===== src/rtl/baud_gen_frac.sv =====
// Fractional baud-rate generator: oversample ticks with a dvsr_int+1+frac/2^FRAC_BITS
// average period, plus bit-boundary and bit-centre pulses derived from the oversample index.
module baud_gen_frac #(
    parameter int BITS      = 16,
    parameter int FRAC_BITS = 4,
    parameter int OSR       = 16
) (
    input  logic                    clk,
    input  logic                    reset,
    input  logic                    enable,
    input  logic [BITS-1:0]         dvsr_int,
    input  logic [FRAC_BITS-1:0]    dvsr_frac,
    input  logic                    load,
    input  logic                    sync_restart,
    output logic                    sample_tick,
    output logic                    bit_tick,
    output logic                    mid_tick,
    output logic [$clog2(OSR)-1:0]  os_phase
);

    localparam int PW = $clog2(OSR);
    localparam logic [PW-1:0] OS_LAST    = PW'(OSR - 1);
    localparam logic [PW-1:0] OS_MID_PRE = PW'(OSR / 2 - 1);
    localparam logic [PW-1:0] OS_ONE     = PW'(1);
    localparam logic [BITS:0] CNT_ONE    = (BITS + 1)'(1);

    if (OSR < 2 || (OSR % 2) != 0) begin : g_bad_osr
        $error("baud_gen_frac: OSR must be even and at least 2");
    end

    logic [BITS:0]          cnt_q, cnt_d;
    logic [FRAC_BITS-1:0]   acc_q, acc_d;
    logic                   ext_q, ext_d;
    logic [PW-1:0]          os_cnt_q, os_cnt_d;
    logic [BITS-1:0]        act_int_q, act_int_d;
    logic [FRAC_BITS-1:0]   act_frac_q, act_frac_d;
    logic [BITS-1:0]        pend_int_q, pend_int_d;
    logic [FRAC_BITS-1:0]   pend_frac_q, pend_frac_d;
    logic                   pend_valid_q, pend_valid_d;
    logic                   sample_tick_q, sample_tick_d;
    logic                   bit_tick_q, bit_tick_d;
    logic                   mid_tick_q, mid_tick_d;

    logic [BITS:0]          limit;
    logic                   boundary;
    logic [FRAC_BITS:0]     acc_sum;
    logic                   apply;

    always_comb begin
        limit    = {1'b0, act_int_q} + {{BITS{1'b0}}, ext_q};
        // >= rather than == so a smaller divisor applied while frozen cannot strand cnt above limit
        boundary = (cnt_q >= limit);
        acc_sum  = {1'b0, acc_q} + {1'b0, act_frac_q};
        apply    = 1'b0;

        cnt_d         = cnt_q;
        acc_d         = acc_q;
        ext_d         = ext_q;
        os_cnt_d      = os_cnt_q;
        act_int_d     = act_int_q;
        act_frac_d    = act_frac_q;
        pend_int_d    = pend_int_q;
        pend_frac_d   = pend_frac_q;
        pend_valid_d  = pend_valid_q;
        sample_tick_d = 1'b0;
        bit_tick_d    = 1'b0;
        mid_tick_d    = 1'b0;

        if (sync_restart) begin
            cnt_d        = '0;
            acc_d        = '0;
            ext_d        = 1'b0;
            os_cnt_d     = '0;
            pend_valid_d = 1'b0;
            if (load) begin
                act_int_d  = dvsr_int;
                act_frac_d = dvsr_frac;
            end else if (pend_valid_q) begin
                act_int_d  = pend_int_q;
                act_frac_d = pend_frac_q;
            end
        end else begin
            if (enable) begin
                if (boundary) begin
                    cnt_d         = '0;
                    os_cnt_d      = (os_cnt_q == OS_LAST) ? '0 : os_cnt_q + OS_ONE;
                    sample_tick_d = 1'b1;
                    bit_tick_d    = (os_cnt_q == OS_LAST);
                    mid_tick_d    = (os_cnt_q == OS_MID_PRE);
                    if (pend_valid_q) begin
                        apply = 1'b1;
                    end else begin
                        acc_d = acc_sum[FRAC_BITS-1:0];
                        ext_d = acc_sum[FRAC_BITS];
                    end
                end else begin
                    cnt_d = cnt_q + CNT_ONE;
                end
            end else begin
                apply = pend_valid_q;
            end

            if (apply) begin
                act_int_d    = pend_int_q;
                act_frac_d   = pend_frac_q;
                acc_d        = '0;
                ext_d        = 1'b0;
                pend_valid_d = 1'b0;
            end

            // A load in the same cycle as an apply becomes the next pending value
            if (load) begin
                pend_int_d   = dvsr_int;
                pend_frac_d  = dvsr_frac;
                pend_valid_d = 1'b1;
            end
        end
    end

    always_ff @(posedge clk) begin
        if (reset) begin
            cnt_q         <= '0;
            acc_q         <= '0;
            ext_q         <= 1'b0;
            os_cnt_q      <= '0;
            act_int_q     <= dvsr_int;
            act_frac_q    <= dvsr_frac;
            pend_int_q    <= '0;
            pend_frac_q   <= '0;
            pend_valid_q  <= 1'b0;
            sample_tick_q <= 1'b0;
            bit_tick_q    <= 1'b0;
            mid_tick_q    <= 1'b0;
        end else begin
            cnt_q         <= cnt_d;
            acc_q         <= acc_d;
            ext_q         <= ext_d;
            os_cnt_q      <= os_cnt_d;
            act_int_q     <= act_int_d;
            act_frac_q    <= act_frac_d;
            pend_int_q    <= pend_int_d;
            pend_frac_q   <= pend_frac_d;
            pend_valid_q  <= pend_valid_d;
            sample_tick_q <= sample_tick_d;
            bit_tick_q    <= bit_tick_d;
            mid_tick_q    <= mid_tick_d;
        end
    end

    assign sample_tick = sample_tick_q;
    assign bit_tick    = bit_tick_q;
    assign mid_tick    = mid_tick_q;
    assign os_phase    = os_cnt_q;

endmodule


===== config.mk =====
export PLATFORM = sky130hd
export DESIGN_NAME = baud_gen_frac
export DESIGN_NICKNAME = d
export VERILOG_FILES = /design/src/rtl/baud_gen_frac.sv
export SDC_FILE = /design/constraint.sdc
export NUM_CORES = 1
export LEC_CHECK = 0
export CORE_MARGIN = 3
export CORE_UTILIZATION = 55
export DETAILED_ROUTE_END_ITERATION = 8
export PLACE_DENSITY_LB_ADDON = 0.15
export SLEW_MARGIN = 20
export SYNTH_ARGS = -nofsm -noshare
export SYNTH_HDL_FRONTEND = slang
export SYNTH_SLANG_ARGS = --single-unit

===== constraint.sdc =====
create_clock -name clk -period 6.93 [get_ports clk]
set_input_delay 1.0395 -clock clk [delete_from_list [all_inputs] [get_ports clk]]
set_output_delay 1.0395 -clock clk [all_outputs]
set_load 0.03 [all_outputs]

After elaboration in Yosys (flattened, before gate mapping):

Index checks and enable logic that the tools add are counted.

* word-level logic and storage cells: 53
* memories: 0
* flip-flop bits (word level): 70
* memory bits (read-only): 0
* RAM bits: 0
* output and inout bits: 7
* latch bits: 0

* add/subtract/negate cells: 4
* $lt $le $gt $ge: 1
* reductions and logical operators: 10
* bitwise gates (word level): 4
* multipliers: 0
* shift operators: 0
* muxes and demuxes: 19
* equality and inequality tests: 3
* divide/modulo/power cells: 0

Operators with widths (count)
* $mux 16: 5
* $mux 4: 6
* $add 16x1->17: 1
* $add 17x1->17 const B: 1
* $ge 17x17->1: 1
* $mux 17: 1
* $mux 1: 7
* $reduce_and 2->1: 3
* $reduce_or 3->1: 2
* $add 4x4->5: 1
* $add 4x1->4 const B: 1
* $eq 4x3->1 const B: 1
* $eq 4x4->1 const B: 1
* $ne 4x3->1 const B: 1
* $not 1->1: 4
* $reduce_or 4->1: 1
* $reduce_and 3->1: 1
* $reduce_bool 3->1: 1
* $reduce_bool 2->1: 1
* $reduce_or 2->1: 1

Depth between registers and ports, before layout:

Gate-level depths: netlist (run 1).

* depth after elaboration: 8
* depth in mapped cells: 15
* depth with buffers taken out: 13

Worst setup path after synthesis (run 1):

Ideal clock, no wire load.

* path type: register -> register
* start: register act_int_q[2]
* end: register act_frac_q[0] (enable)
* setup time: 0.401 ns
* path slack: 3.012 ns
* clock period less this slack: 3.918 ns
* cell stages (with the launch flop): 13
* arrival: 3.516 ns
* required time: 6.529 ns
* path buffers: 0
* path through: edfxtp_1 and3_1 and3_1 nand2_1 or4_1 xor2_1 ha_1 nand4_1 nor3_1 o21ai_1 nand3_1 nor3_1 o21bai_1

* word-level cells in the longest chain between the ends: 7

Ends and longest elaborated chain
* start, declared: RTL line 35 `logic [BITS-1:0] act_int_q, act_int_d;`
* start signal, assigned: RTL line 126 `act_int_q <= dvsr_int;`
* start signal, assigned: RTL line 139 `act_int_q <= act_int_d;`
* $add 16x1->17: RTL line 50 `limit = {1'b0, act_int_q} + {{BITS{1'b0}}, ext_q};`
* $ge 17x17->1: RTL line 52 `boundary = (cnt_q >= limit);`
* $mux 1: RTL line 84 `if (boundary) begin`
* $mux 1: RTL line 83 `if (enable) begin`
* $mux 1: RTL line 69 `if (sync_restart) begin`
* $reduce_bool 3->1 (no line)
* $reduce_and 2->1 (no line)
* end signal, assigned: RTL line 127 `act_frac_q <= dvsr_frac;`
* end signal, assigned: RTL line 140 `act_frac_q <= act_frac_d;`
* end, declared: RTL line 36 `logic [FRAC_BITS-1:0] act_frac_q, act_frac_d;`

Every way passes these cells. The select of a mux whose other input is x is not followed.
A chain may end at the register's enable or synchronous reset.

Final worst setup path (run 1):

* start: register act_int_q[2]
* end: register act_int_q[14] (enable)

* word-level cells in the longest chain between the ends: 7

Ends and longest elaborated chain (RTL line)
* $add 16x1->17: 50
* $ge 17x17->1: 52
* $mux 1: 84
* $mux 1: 83
* $mux 1: 69
* $reduce_bool 3->1 (no line)
* $reduce_and 2->1 (no line)

Every way passes these cells. The select of a mux whose other input is x is not followed.

==> summary.txt, run 1 <==
Die
  • # IOs: 32
  • Die footprint: 7540 um^2
  • Die Ht: 86.8 um
  • Core area: 6130 um^2
  • Row count: 28
  • Initial Util: 0.586
  • Die width: 86.8 um

Synth
  • Post-synthesis instance total: ~390
  • Synth warn: 0
  • Post-Syn Nets: approximately 440
  • Synth Cell Area: approximately 3600 um^2
  • Share of the synthesized area in the top cell type: 0.279
  • Seq cells post-synth: 70
  • Top post-synthesis cells by area: dfxtp_1, edfxtp_1, ha_1
  • Average cell area after synthesis: 9.31 um^2
  • Post-synth cell types: 43
  • Sequential area share after synthesis: 0.446
  • Synth area leader: dfxtp_1

STA
  • Final setup viols: 0
  • Max-slew violation count: 0
  • Crit path time final: 3650 ps
  • Slew @ Worst Pin: roughly 810 ps
  • Clock Skew: between 9 and 10 ps
  • Final hold vios: 0
  • TNS Setup: 0 ps
  • Slew HR: 0.461
  • RSZ-0062 raised after global routing: false
  • Final Cycle Share: 0.527
  • Max Clk Rate: 274 MHz

Final layout
  • Diode count: 0
  • Layout cell share with drive strength beyond 1: 0.102
  • Layout Utilization: 0.679
  • Finished Layout Cells: 498
  • Nets: 469
  • Fill cells: 477
  • Layout area overhead: 16.0%

Clock network
  • # resized after CTS: 0
  • Post-CTS setup buffer count: 0
  • TritonCTS clock tree: done
  • CTS root buf: clkbuf_8
  • Clk_lat worst skew: about 340 ps
  • Clock buffer depth: 2
  • CTS Sinks: 70
  • Hold buffers post-CTS: 0
  • H-tree Lvls: 3
  • CTS Buf Count: 9
  • Clk pin slew, worst setup/hold paths: 80 ps

Drt
  • Pre-antenna DRT Iters: 4
  • Final wirelength: ~6700 um
  • Drt wl/cell: 13.4 um
  • Via count: 2747
  • DRT iter0 DRCs: 84
  • ANT nets after route: 0
  • # DRC: 0
  • Vias/cell: 5.52

Critical path
  • Setup Crit Path Kind: reg2reg
  • Crit-path slowest cell: or4_1
  • CP max stage delay: about 520 ps
  • Setup crit end kind: register
  • Crit path DAT: 3740 ps
  • Critical Path Start Type: register
  • CP required: 7010 ps
  • Crit-path cells: and3_1 > and3_1 > nand2_1 > or4_1 > xor2_1 > ha_1 > a21oi_1 > nand2_1 > a221oi_2 > nand3_1 > nor3_1 > o21bai_1 > buf_4
  • CP Max Fanout: 20

Global routing
  • Vias in the first global route: 2597
  • First-pass GRT wire length: 11200 um
  • GRT Overall Usage: 0.187
  • Initial antenna violation count: 0
  • Total congestion overflow: 0
  • Largest net degree at the start of global routing: 25

Pwr
  • IR Drop Worst-Case VDD: 0.000192 V
  • Total chip power: 851 uW
  • PwrDens: ~200 nW/um^2
  • Leak: approximately 0.0016 uW

Place
  • Port bufs: 31
  • Post-DP HPWL: about 5000 um
  • GPL Wtd Cong: about 0.83
  • Placed instance count: 482

Hold path
  • Type of the worst min-delay path: reg2reg

Run
  • Max cap viols: 0

Status
  • Outcome: finished clean
==> cell families (layout without fill, tap and decap cells) <==
group                    count (synthesis)  after routing  share of synthesized area
AO/OA/AOI/OAI                           58             58                     0.0937
XOR/XNOR                                32             32                     0.0780
adder cells (fa/ha/maj)                 26             26                     0.0927
buffers and inverters                   23             60                     0.0265
flip-flops                              70             70                      0.446
multiplexers                            21             21                     0.0655
AND/OR/NAND/NOR                        156            156                      0.198
==> power by group <==
part           switching [uW]  internal, uW  total [uW]
clock network             159           154         313
registers                12.5           441         454
logic                    43.1          40.9        84.0
==> cell usage in the layout, fill, tap and decap left out, types with 2 or more instances in the layout <==
cell / synthesis / layout
a21oi_1: 35 / 34
a31oi_1: 5 / 5
and2_1: 2 / 2
and3_1: 11 / 11
buf_4: 0 / 3
clkbuf_8: 0 / 9
clkdlybuf4s50_1: 0 / 31
clkinvlp_4: 0 / 3
dfxtp_1: 50 / 50
edfxtp_1: 20 / 20
ha_1: 25 / 25
inv_1: 10 / 10
inv_6: 0 / 2
mux2_2: 20 / 20
nand2_1: 62 / 62
nand3_1: 23 / 23
nand4_1: 8 / 8
nor2_1: 34 / 34
nor2b_1: 2 / 2
nor3_1: 5 / 5
o21ai_0: 5 / 5
o21ai_1: 2 / 2
o21bai_1: 2 / 2
or3_1: 2 / 2
xnor2_1: 16 / 16
xor2_1: 16 / 16
==> Yosys cell counts (all sizes together) <==
cell type,instances
dfxtp,50
xnor2,16
or3b,1
fa,1
mux2i,1
o22ai,1
o21bai,2
nand2,63
or4,1
ha,25
nand4,8
a221oi,1
a311oi,1
o21a,1
nor2,34
nor4,2
nand3,23
o211ai,1
and2,2
a31o,1
a21oi,35
o21ai,7
inv,10
or3,2
a41o,1
edfxtp,20
buf,6
or2,1
a21o,1
nor2b,2
o2111ai,1
nand2b,1
clkbuf,7
mux2,20
and3,11
nor3,5
xor2,16
a31oi,5
==> metrics by stage <==
stage | hold WS (ps) | instance area, um^2 | setup WS [ps]
after detailed placement | 443 | 3970 | 3300
after floorplan | 433 | 3590 | 3010
final | 456 | 4170 | 3280
after global placement | 438 | 3970 | 3440
after global routing | 473 | 4170 | 3020
after CTS | 455 | 4160 | 3270
==> worst paths after layout <==
check / from / end / slack (ps) / depth (start not counted)
worst max-delay path: act_int_q[2] / act_int_q[14] / 3280 / 13
worst min-delay path: pend_int_q[6] / pend_int_q[6] / 460 / 2
worst max register to register: act_int_q[2] / act_int_q[14] / 3280 / 13
worst min register to register: pend_int_q[6] / pend_int_q[6] / 460 / 2
==> state kept, by name, indices dropped and copies added (netlist names) <==
register	count
act_int_q	16
bit_tick	1
cnt_q	17
acc_q	4
ext_q	1
act_frac_q	4
mid_tick	1
pend_int_q	16
pend_frac_q	4
sample_tick	1
pend_valid_q	1
os_phase	4
==> worst max-delay path, delay by kind of cell (launching register included) <==
family / cells / cell delay, ps
flops: 1 / 400
fa+ha+maj: 1 / 310
buf+inv: 1 / 220
compound gates: 3 / 630
simple gates: 7 / 1670
xor+xnor: 1 / 160
==> layout make-up <==
cell class | instances | area (um^2) | area share
Inverter | 10 | 37.5 | 0.00901
Sequential cell | 70 | 1600 | 0.385
Clock buffer | 11 | 153 | 0.0366
Timing Repair Buffer | 34 | 333 | 0.0799
Multi-Input combinational cell | 293 | 1910 | 0.458
Clock inverter | 5 | 40.0 | 0.00961
Tap cell | 75 | 93.8 | 0.0225
==> routing by layer <==
metal / track usage / wire length, um
met5: 0 / 0
met4: 0.0637 / 85
met3: 0.0494 / 252
met2: 0.319 / 3110
met1: 0.227 / 3250
No activity file was read; power rests on OpenSTA's default activity.
==> inputs of run 2 (changes only) <==
==> constraint.sdc (replaced) <==
create_clock -name clk -period 3.45 [get_ports clk]
set_input_delay 0.5175 -clock clk [delete_from_list [all_inputs] [get_ports clk]]
set_output_delay 0.5175 -clock clk [all_outputs]
set_load 0.03 [all_outputs]
==> run 2 against run 1 <==
Compared with the run above: worst hold slack improved by 1.3 ps; non-clock buffer count up 5; register-to-register slack got worse by 3100 ps.
==> summary.txt, run 2 (same netlist as run 1, synthesis figures left out) <==
Status
  • Outcome: finished clean

Hold path
  • Type of the worst min-delay path: reg2reg

STA
  • Final setup viols: 0
  • RSZ-0062 raised after global routing: true
  • Slew HR: 0.496
  • Slew @ Worst Pin: 756 ps
  • Crit path time final: 3290 ps
  • Max-slew violation count: 0
  • Clock Skew: 8.87 ps
  • Hold_ws: 458 ps
  • Final Cycle Share: 0.952
  • Final hold vios: 0
  • Max Clk Rate: 304 MHz

Clock network
  • # resized after CTS: 0
  • Clock buffer depth: 2
  • CTS root buf: clkbuf_8
  • Hold buffers post-CTS: 0
  • Clk pin slew, worst setup/hold paths: approximately 70 ps
  • CTS Buf Count: 9
  • H-tree Lvls: 3
  • CTS Sinks: 70
  • TritonCTS clock tree: done
  • Clk_lat worst skew: around 350 ps
  • Post-CTS setup buffer count: 0

Global routing
  • Initial antenna violation count: 0
  • Largest net degree at the start of global routing: 24
  • GRT Overall Usage: 0.197
  • Total congestion overflow: 0
  • Vias in the first global route: 2531
  • First-pass GRT wire length: 11600 um

Final layout
  • Layout cell share with drive strength beyond 1: 0.121
  • Nets: approximately 470
  • Top flop regs: cnt_q: 17 flops, act_int_q: 16 flops, pend_int_q: 16 flops
  • Commonest non-fill, non-tap cell in the layout: nand2_1
  • Max reg flops: 17
  • Most frequent cells in the layout: nand2_1, dfxtp_1, nor2_1, a21oi_1, clkdlybuf4s50_1
  • Diode count: 0
  • Finished Layout Cells: 503
  • Layout area overhead: 18.2%
  • Largest register by flop count: cnt_q

Die
  • Initial Util: 0.586
  • Die Ht: 86.8 um
  • Row count: 28
  • Core area: 6130 um^2
  • Die footprint: 7540 um^2
  • Die width: 86.8 um
  • # IOs: 32

Critical path
  • Crit path DAT: 3400 ps
  • Critical Path Start Type: register
  • CP required: roughly 3600 ps
  • FF-to-FF setup slack: 160 ps
  • Setup Crit Path Kind: reg2reg
  • CP Max Fanout: 20
  • Setup crit end kind: register

Pwr
  • Sw frac: 0.255
  • PwrDens: 414 nW/um^2
  • Internal power: 1310 uW
  • Leak: between 0.0015 and 0.002 uW
  • Flop pwr share: 0.517
  • Sw power: 448 uW
  • Combinational group share of total power: 0.101
  • Clock share of power: 0.381
  • IR Drop Worst-Case VDD: 0.000311 V

Place
  • GPL Wtd Cong: ~0.81
  • Port bufs: 31
  • Placed instance count: 487
  • Post-DP HPWL: 5070 um

Drt
  • Detail Route met2 WL: 3240 um
  • Top routing layer in use: met4
  • Final wirelength: 7010 um
  • Routed length on met1: about 3500 um
  • Vias/cell: 5.47
  • ANT nets after route: 0
  • Drt wl/cell: 13.9 um
  • Met3 WL: approximately 260 um
  • Via count: around 2800
  • # DRC: 0
  • Pre-antenna DRT Iters: 4
  • DRT iter0 DRCs: 86

Run
  • Max cap viols: 0
run 2: cell type report:
class | count | area [um^2]
Clock buffer | 9 | 124
Fill cell | 516 | 1890
Timing Repair Buffer | 39 | 383
Clock inverter | 7 | 73.8
Inverter | 10 | 37.5
Sequential cell | 70 | 1600
Tap cell | 75 | 93.8
Multi-Input combinational cell | 293 | 1930
run 2: final timing paths:
check | to | depth (start not counted) | from
hold / removal | pend_int_q[3] | 2 | pend_int_q[3]
setup reg to reg | act_int_q[10] | 13 | act_int_q[2]
hold reg to reg | pend_int_q[3] | 2 | pend_int_q[3]
setup / recovery | act_int_q[10] | 13 | act_int_q[2]
run 2: worst max-delay path: stages (launching register included):
cell,delay (ps)
edfxtp_1,400
and3_1,200
and3_1,190
nand2_1,70
or4_1,520
xor2_1,160
ha_1,310
a21oi_1,170
nand2_1,100
a221oi_4,310
nand3_1,160
nor3_2,210
o21bai_4,80
buf_12,160
run 2: metal layers:
layer / global-route usage / up-vias
li1: - / 1429
met1: 0.270 / 1270
met2: 0.300 / 46
met3: 0.0428 / 5
met4: 0.0807 / 0
met5: 0 / -
run 2: metrics by stage:
stage | area (um^2) | TNS [ps] | worst slack, ps | power, uW | util
2_1_floorplan | 3600 | 0 | 75.5 | 1030 | -
3_3_place_gp | 4030 | 0 | 152 | 1100 | 0.657
3_5_place_dp | 4030 | 0 | 50.9 | 1110 | 0.657
4_1_cts | 4220 | 0 | 44.1 | 1770 | 0.689
5_1_grt | 4250 | -4.63 | -4.63 | 1830 | 0.692
6_report | 4250 | 0 | 165 | 1760 | 0.692
run 2: power groups by stage:
stage          Sequential (uW)  Clock [uW]  Combinational, uW
2_1_floorplan              923           0                111
4_1_cts                    910         679                178
3_3_place_gp               927           0                172
3_5_place_dp               929           0                177
5_1_grt                    914         724                196
6_report                   909         671                178
==> inputs of run 3 (changes only) <==
--- a/config.mk
+++ b/config.mk
@@ -6,8 +6,9 @@
 export NUM_CORES = 1
 export LEC_CHECK = 0
 export CORE_MARGIN = 3
-export CORE_UTILIZATION = 55
+export CORE_UTILIZATION = 52
 export DETAILED_ROUTE_END_ITERATION = 8
+export MAX_ROUTING_LAYER = met4
 export PLACE_DENSITY_LB_ADDON = 0.15
 export SLEW_MARGIN = 20
 export SYNTH_ARGS = -nofsm -noshare
==> constraint.sdc (replaced) <==
create_clock -name clk -period 2.9 [get_ports clk]
set_input_delay 0.435 -clock clk [delete_from_list [all_inputs] [get_ports clk]]
set_output_delay 0.435 -clock clk [all_outputs]
set_load 0.03 [all_outputs]
==> run 3 against run 2 <==
Compared with the run above: final area rose by 13%; die area rose by 5.4%; non-clock buffer count rose by 34; clock power rose by 14%; combinational power rose by 53%; final cell count rose by 8.0%; critical path depth fell by 1; wire length rose by 14%; core utilization rose by 3.9 points; via count rose by 10%; the run now ends with setup timing left; clock skew rose by 2.2 ps; maximum frequency rose by 2.1%.
==> summary.txt, run 3 (same netlist as run 1, synthesis figures left out) <==
Critical path
  • CP Max Fanout: 7
  • CP max stage delay: between 500 and 600 ps
  • Worst r2r path cells: 12
  • Critical path buffer and inverter count: 1
  • CP endpoint: os_phase[0]
  • Setup Crit Path Kind: reg2reg
  • Worst R2R End: os_phase[0]
  • Critical Path Start Type: register
  • Worst R2R Start: act_int_q[2]
  • CP Depth: 12
  • FF-to-FF setup slack: -320 ps
  • Crit-path slowest cell: or4_4
  • Crit path from: act_int_q[2]
  • Crit-path cells: and3_4 > and3_4 > nand2_4 > or4_4 > xor2_1 > ha_1 > nand4_1 > o21bai_2 > buf_4 > a31o_4 > or3b_1 > a21oi_1
  • Setup crit end kind: register
  • Cell family with most CP delay: simple AND/OR/NAND/NOR gates
  • Top cell by count, worst path: and3_4
  • Crit path DAT: 3500 ps
  • CP required: 3180 ps

Final layout
  • Layout cell share with drive strength beyond 1: 0.242
  • Largest register by flop count: cnt_q
  • Most frequent cells in the layout: nand2_1, dfxtp_1, buf_4
  • Final instance area: 4780 um^2
  • Max reg flops: 17
  • Nets: a little over 500
  • Top flop regs: cnt_q: 17 flops, act_int_q: 16 flops, pend_int_q: 16 flops
  • Layout area overhead: 33.0%
  • Fill cells: 478
  • Diode count: 0
  • Commonest non-fill, non-tap cell in the layout: nand2_1

STA
  • Hold_ws: 458 ps
  • Final setup viols: 50
  • RSZ-0062 raised after global routing: true
  • TNS Setup: -11980 ps
  • Crit path time final: around 3200 ps
  • Slew HR: 0.147
  • Slack of the critical path: -317 ps
  • Max Clk Rate: between 300 and 400 MHz
  • Final Cycle Share: 1.11
  • Max-slew violation count: 0
  • Slew @ Worst Pin: 1280 ps
  • Clock Skew: 11.1 ps
  • Final hold vios: 0

Pwr
  • Leak: 0.00180 uW
  • IR Drop Worst-Case VDD: 0.000401 V
  • Total chip power: 2110 uW
  • Combinational group share of total power: 0.129
  • Sw power: 554 uW
  • Sw frac: 0.262
  • Flop pwr share: 0.509
  • Internal power: ~1600 uW
  • Clock share of power: 0.362
  • PwrDens: 442 nW/um^2

Status
  • Failing checks: setup timing
  • Outcome: finished with violations

Die
  • Die footprint: 7940 um^2
  • Die width: 89.1 um
  • # IOs: 32
  • Core area: 6530 um^2
  • Die Ht: 89.1 um
  • Row count: 29
  • Initial Util: 0.550

Clock network
  • CTS root buf: clkbuf_8
  • CTS Buf Count: 9
  • Clock buffer depth: 2
  • Clk_lat worst skew: 350 ps
  • Clk pin slew, worst setup/hold paths: about 80 ps
  • TritonCTS clock tree: done
  • CTS Sinks: 70
  • H-tree Lvls: 3

Global routing
  • Total congestion overflow: 0
  • Initial antenna violation count: 0
  • First-pass GRT wire length: 13100 um
  • Largest net degree at the start of global routing: 21
  • Vias in the first global route: around 2900
  • GRT Overall Usage: 0.218

Place
  • Post-DP HPWL: 5350 um
  • Port bufs: 31
  • GPL Wtd Cong: approximately 0.9
  • Area after DPL: 4270 um^2

Drt
  • Drt wl/cell: 14.7 um
  • DRT iter0 DRCs: 121
  • Vias/cell: 5.58
  • ANT nets after route: 0
  • Final wirelength: 7960 um
  • # DRC: 0
  • Via count: 3032
  • Pre-antenna DRT Iters: 4

Run
  • Max cap viols: 0

Hold path
  • Type of the worst min-delay path: reg2reg
==> run 3: cell count changes in the layout (fill, tap and decap cells not counted), sizes merged <==
cell      previous run  this run
buf                  8        42
bufinv               1         0
clkinvlp             1         3
clkinv               4         0
nand2               63        64
inv                 11        12
clkbuf               9        11
o21bai               2         5
==> run 3: worst min path at each step <==
stage | from | to | slack [ps] | depth (start not counted)
global placement | pend_int_q[5] | pend_int_q[5] | 440 | 2
detailed placement | pend_int_q[7] | pend_int_q[7] | 450 | 2
CTS | pend_int_q[5] | pend_int_q[5] | 460 | 2
floorplan | pend_frac_q[0] | pend_frac_q[0] | 430 | 2
global route | pend_frac_q[3] | pend_frac_q[3] | 480 | 2
finish | pend_int_q[7] | pend_int_q[7] | 460 | 2
==> run 3: layout make-up <==
class	count	area (um^2)	area share
tap	77	96.3	0.0202
timing repair buffer	73	669	0.140
clock buffer	11	153	0.0319
clock inverter	5	40.0	0.00838
sequential	70	1600	0.335
inverter	10	37.5	0.00786
multi-input combinational	297	2180	0.456
==> run 3: tightest hold or removal path: stages, from the launching register on <==
cell	delay, ps
dfxtp_1	310
nand2_1	50
a21oi_1	50
==> run 3: power groups by stage <==
stage,registers [uW],logic (uW),clock network (uW)
floorplan,1100,134,0
global placement,1100,239,0
detailed placement,1100,243,0
CTS,1080,265,784
global route,1080,300,824
finish,1080,272,765
==> run 3: metal layers <==
layer	vias to the layer above	wire, um	GRT usage
met5	-	0	-
met4	0	182	0.0920
met3	18	319	0.0479
met2	76	3930	0.354
met1	1426	3530	0.262
li1	1512	-	-
==> run 3: what timing repair did <==
action / CTS / global route
pin swaps: 24 / 14
resized for setup: 24 / 22
hold buffers: 0 / 0
gates cloned: 3 / 1
endpoints found under the setup margin: 50 / 50
buffers inserted: 6 / 3
==> run 3: stage by stage <==
| step | setup slack [ps] | util | std cells |
|---|---|---|---|
| 4_1_cts | -307 | 0.713 | 541 |
| 3_5_place_dp | -437 | 0.653 | 516 |
| 5_1_grt | -477 | 0.732 | 543 |
| 2_1_floorplan | -307 | - | 386 |
| 3_3_place_gp | -338 | 0.653 | 516 |
| 6_report | -317 | 0.732 | 543 |
==> RTL change: new RTL, settings of run 3 <==
`BITS`: 16 -> 18.
--- a/src/rtl/baud_gen_frac.sv
+++ b/src/rtl/baud_gen_frac.sv
@@ -3,3 +3,3 @@
 module baud_gen_frac #(
-    parameter int BITS      = 16,
+    parameter int BITS      = 18,
     parameter int FRAC_BITS = 4,
Interface: changed (resized dvsr_int); port bits go from 32 to 34. No check against the original RTL was run, so the function may have changed too.
==> RTL change against run 3 <==
  * The flow still finishes with violations (negative setup slack)
  * Worst setup slack worse by 0.16 ns
  * First-iteration DRC count increased by 65%
  * Routed wire length is 3.0% higher
  * Clock power grew 7.8%
  * Non-clock buffer count is 2 higher
  * Synthesized area rose by 11%
  * Total power up 6.9%
  * Sequential cell count is 6 higher
  * Cell area up 7.9%
  * Critical path depth is 3 higher
  * Combinational power decreased by 3%
  * Hold slack got worse by 0.0024 ns
  * Critical endpoint is now act_frac_q[0]
==> RTL change: results <==
{
  "status": "complete, but fails checks",
  "violations": "negative setup slack",
  "io_buffers": 33,
  "gp_congestion": 0.860,
  "final_design_area_no_fill_sq_mm": 0.00516,
  "finalSetupViolations": 54,
  "num-nets-final": 549,
  "layoutNonFillerInstCount": 597,
  "slowest_stage": "edfxtp_1",
  "fin_ws_ns": -0.475,
  "postPlaceCellArea_sq_mm": 0.00478,
  "regToRegStartpoint": "act_int_q[0]",
  "ys_top_cells_by_count": "nand2_1, dfxtp_1, a21oi_1",
  "synth-edff-count": 22,
  "dp.cells": 571,
  "synth_area_leaders": "dfxtp_1, edfxtp_1, ha_1",
  "synth_seq_area_share_pct": 43.5,
  "synth_nets": 482,
  "grt_max_degree": 24,
  "muxShareOfSynthArea_pct": 6.69,
  "synth_compound_area_share_pct": 9.16,
  "crit_fanout": 22,
  "skew_ns": 0.0137,
  "hold_end": "pend_int_q[4]",
  "hpwl_mm": 5.88,
  "drive_gt1_share_pct": 23.3,
  "fillers": 593,
  "track_usage_pct": 21.0,
  "r2r-end": "act_frac_q[0]",
  "synthXorXnorAreaFrac_pct": 7.44,
  "cp_slowest_stage_delay_ns": 0.38
}
[RTL change: cell count changes in the layout (fill, tap and decap cells not counted), moves of 6 or more]
cell | run 3 | this run
nor3_2 | 2 | 18
nand2_1 | 60 | 73
xor2_1 | 16 | 26
nor2_1 | 25 | 17
xnor2_1 | 16 | 8
nor2_4 | 6 | 0
[RTL change: what timing repair did]
item | 4_1_cts | 5_1_grt
pin swaps | 8 | 0
buffers inserted | 8 | 1
gates resized for setup | 16 | 2
setup endpoints to repair | 54 | 54
gates cloned | 2 | 0
[RTL change: final cells by class]
cell class	instances	share of cell area, %
clock buffers	11	2.74
multi-input cells	322	45.1
well taps	99	2.40
flip-flops and latches	76	33.8
clock inverters	5	1.14
repair buffers	75	14.1
inverters	9	0.655
[RTL change: worst reg2reg max path: cells and delay by family, from the launching register on]
kind | cells | cell delay (ns)
compound gates | 1 | 0.17
xor+xnor | 1 | 0.16
fa+ha+maj | 3 | 0.62
buf+inv | 2 | 0.36
flops | 1 | 0.38
simple gates | 8 | 1.38
[RTL change: logic make-up (layout without fill, tap and decap cells)]
logic type,after synthesis,count (layout)
mux,24,24
flops,76,76
xor+xnor,34,34
fa+ha+maj,29,29
simple gates,174,174
buf+inv,28,100
compound gates,61,61
[RTL change: routing by layer]
| metal | vias to the layer above | routed length, um | global-route usage (%) |
|---|---|---|---|
| met4 | 0 | 123 | 8.30 |
| met2 | 57 | 3940 | 33.4 |
| met5 | - | 0 | - |
| li1 | 1634 | - | - |
| met1 | 1461 | 3840 | 26.3 |
| met3 | 12 | 293 | 4.17 |
[RTL change: worst max path at each step]
stage,start,to,slack (ns),cells past startpoint
6_report,act_int_q[0],act_frac_q[0],-0.48,15
5_1_grt,act_int_q[0],act_int_q[12],-0.65,15
4_1_cts,act_int_q[0],act_frac_q[0],-0.49,15
3_5_place_dp,act_int_q[0],act_int_q[16],-0.52,13
3_3_place_gp,act_int_q[0],act_int_q[16],-0.39,13
2_1_floorplan,act_int_q[0],act_frac_q[0],-0.62,14
[RTL change: through the flow]
stage / setup TNS (ns) / hold WS (ns)
finish: -22.88 / 0.456
global placement: -16.15 / 0.438
floorplan: -17.58 / 0.433
global route: -32.57 / 0.483
CTS: -23.23 / 0.458
detailed placement: -23.00 / 0.446
[RTL change: power breakdown]
part           total (mW)  internal, mW  leakage, nW  switching, mW
sequential           1.17          1.15        0.666         0.0269
combinational       0.263         0.136         1.18          0.127
clock               0.825         0.423       0.0976          0.402
total                2.26          1.70         1.94          0.556
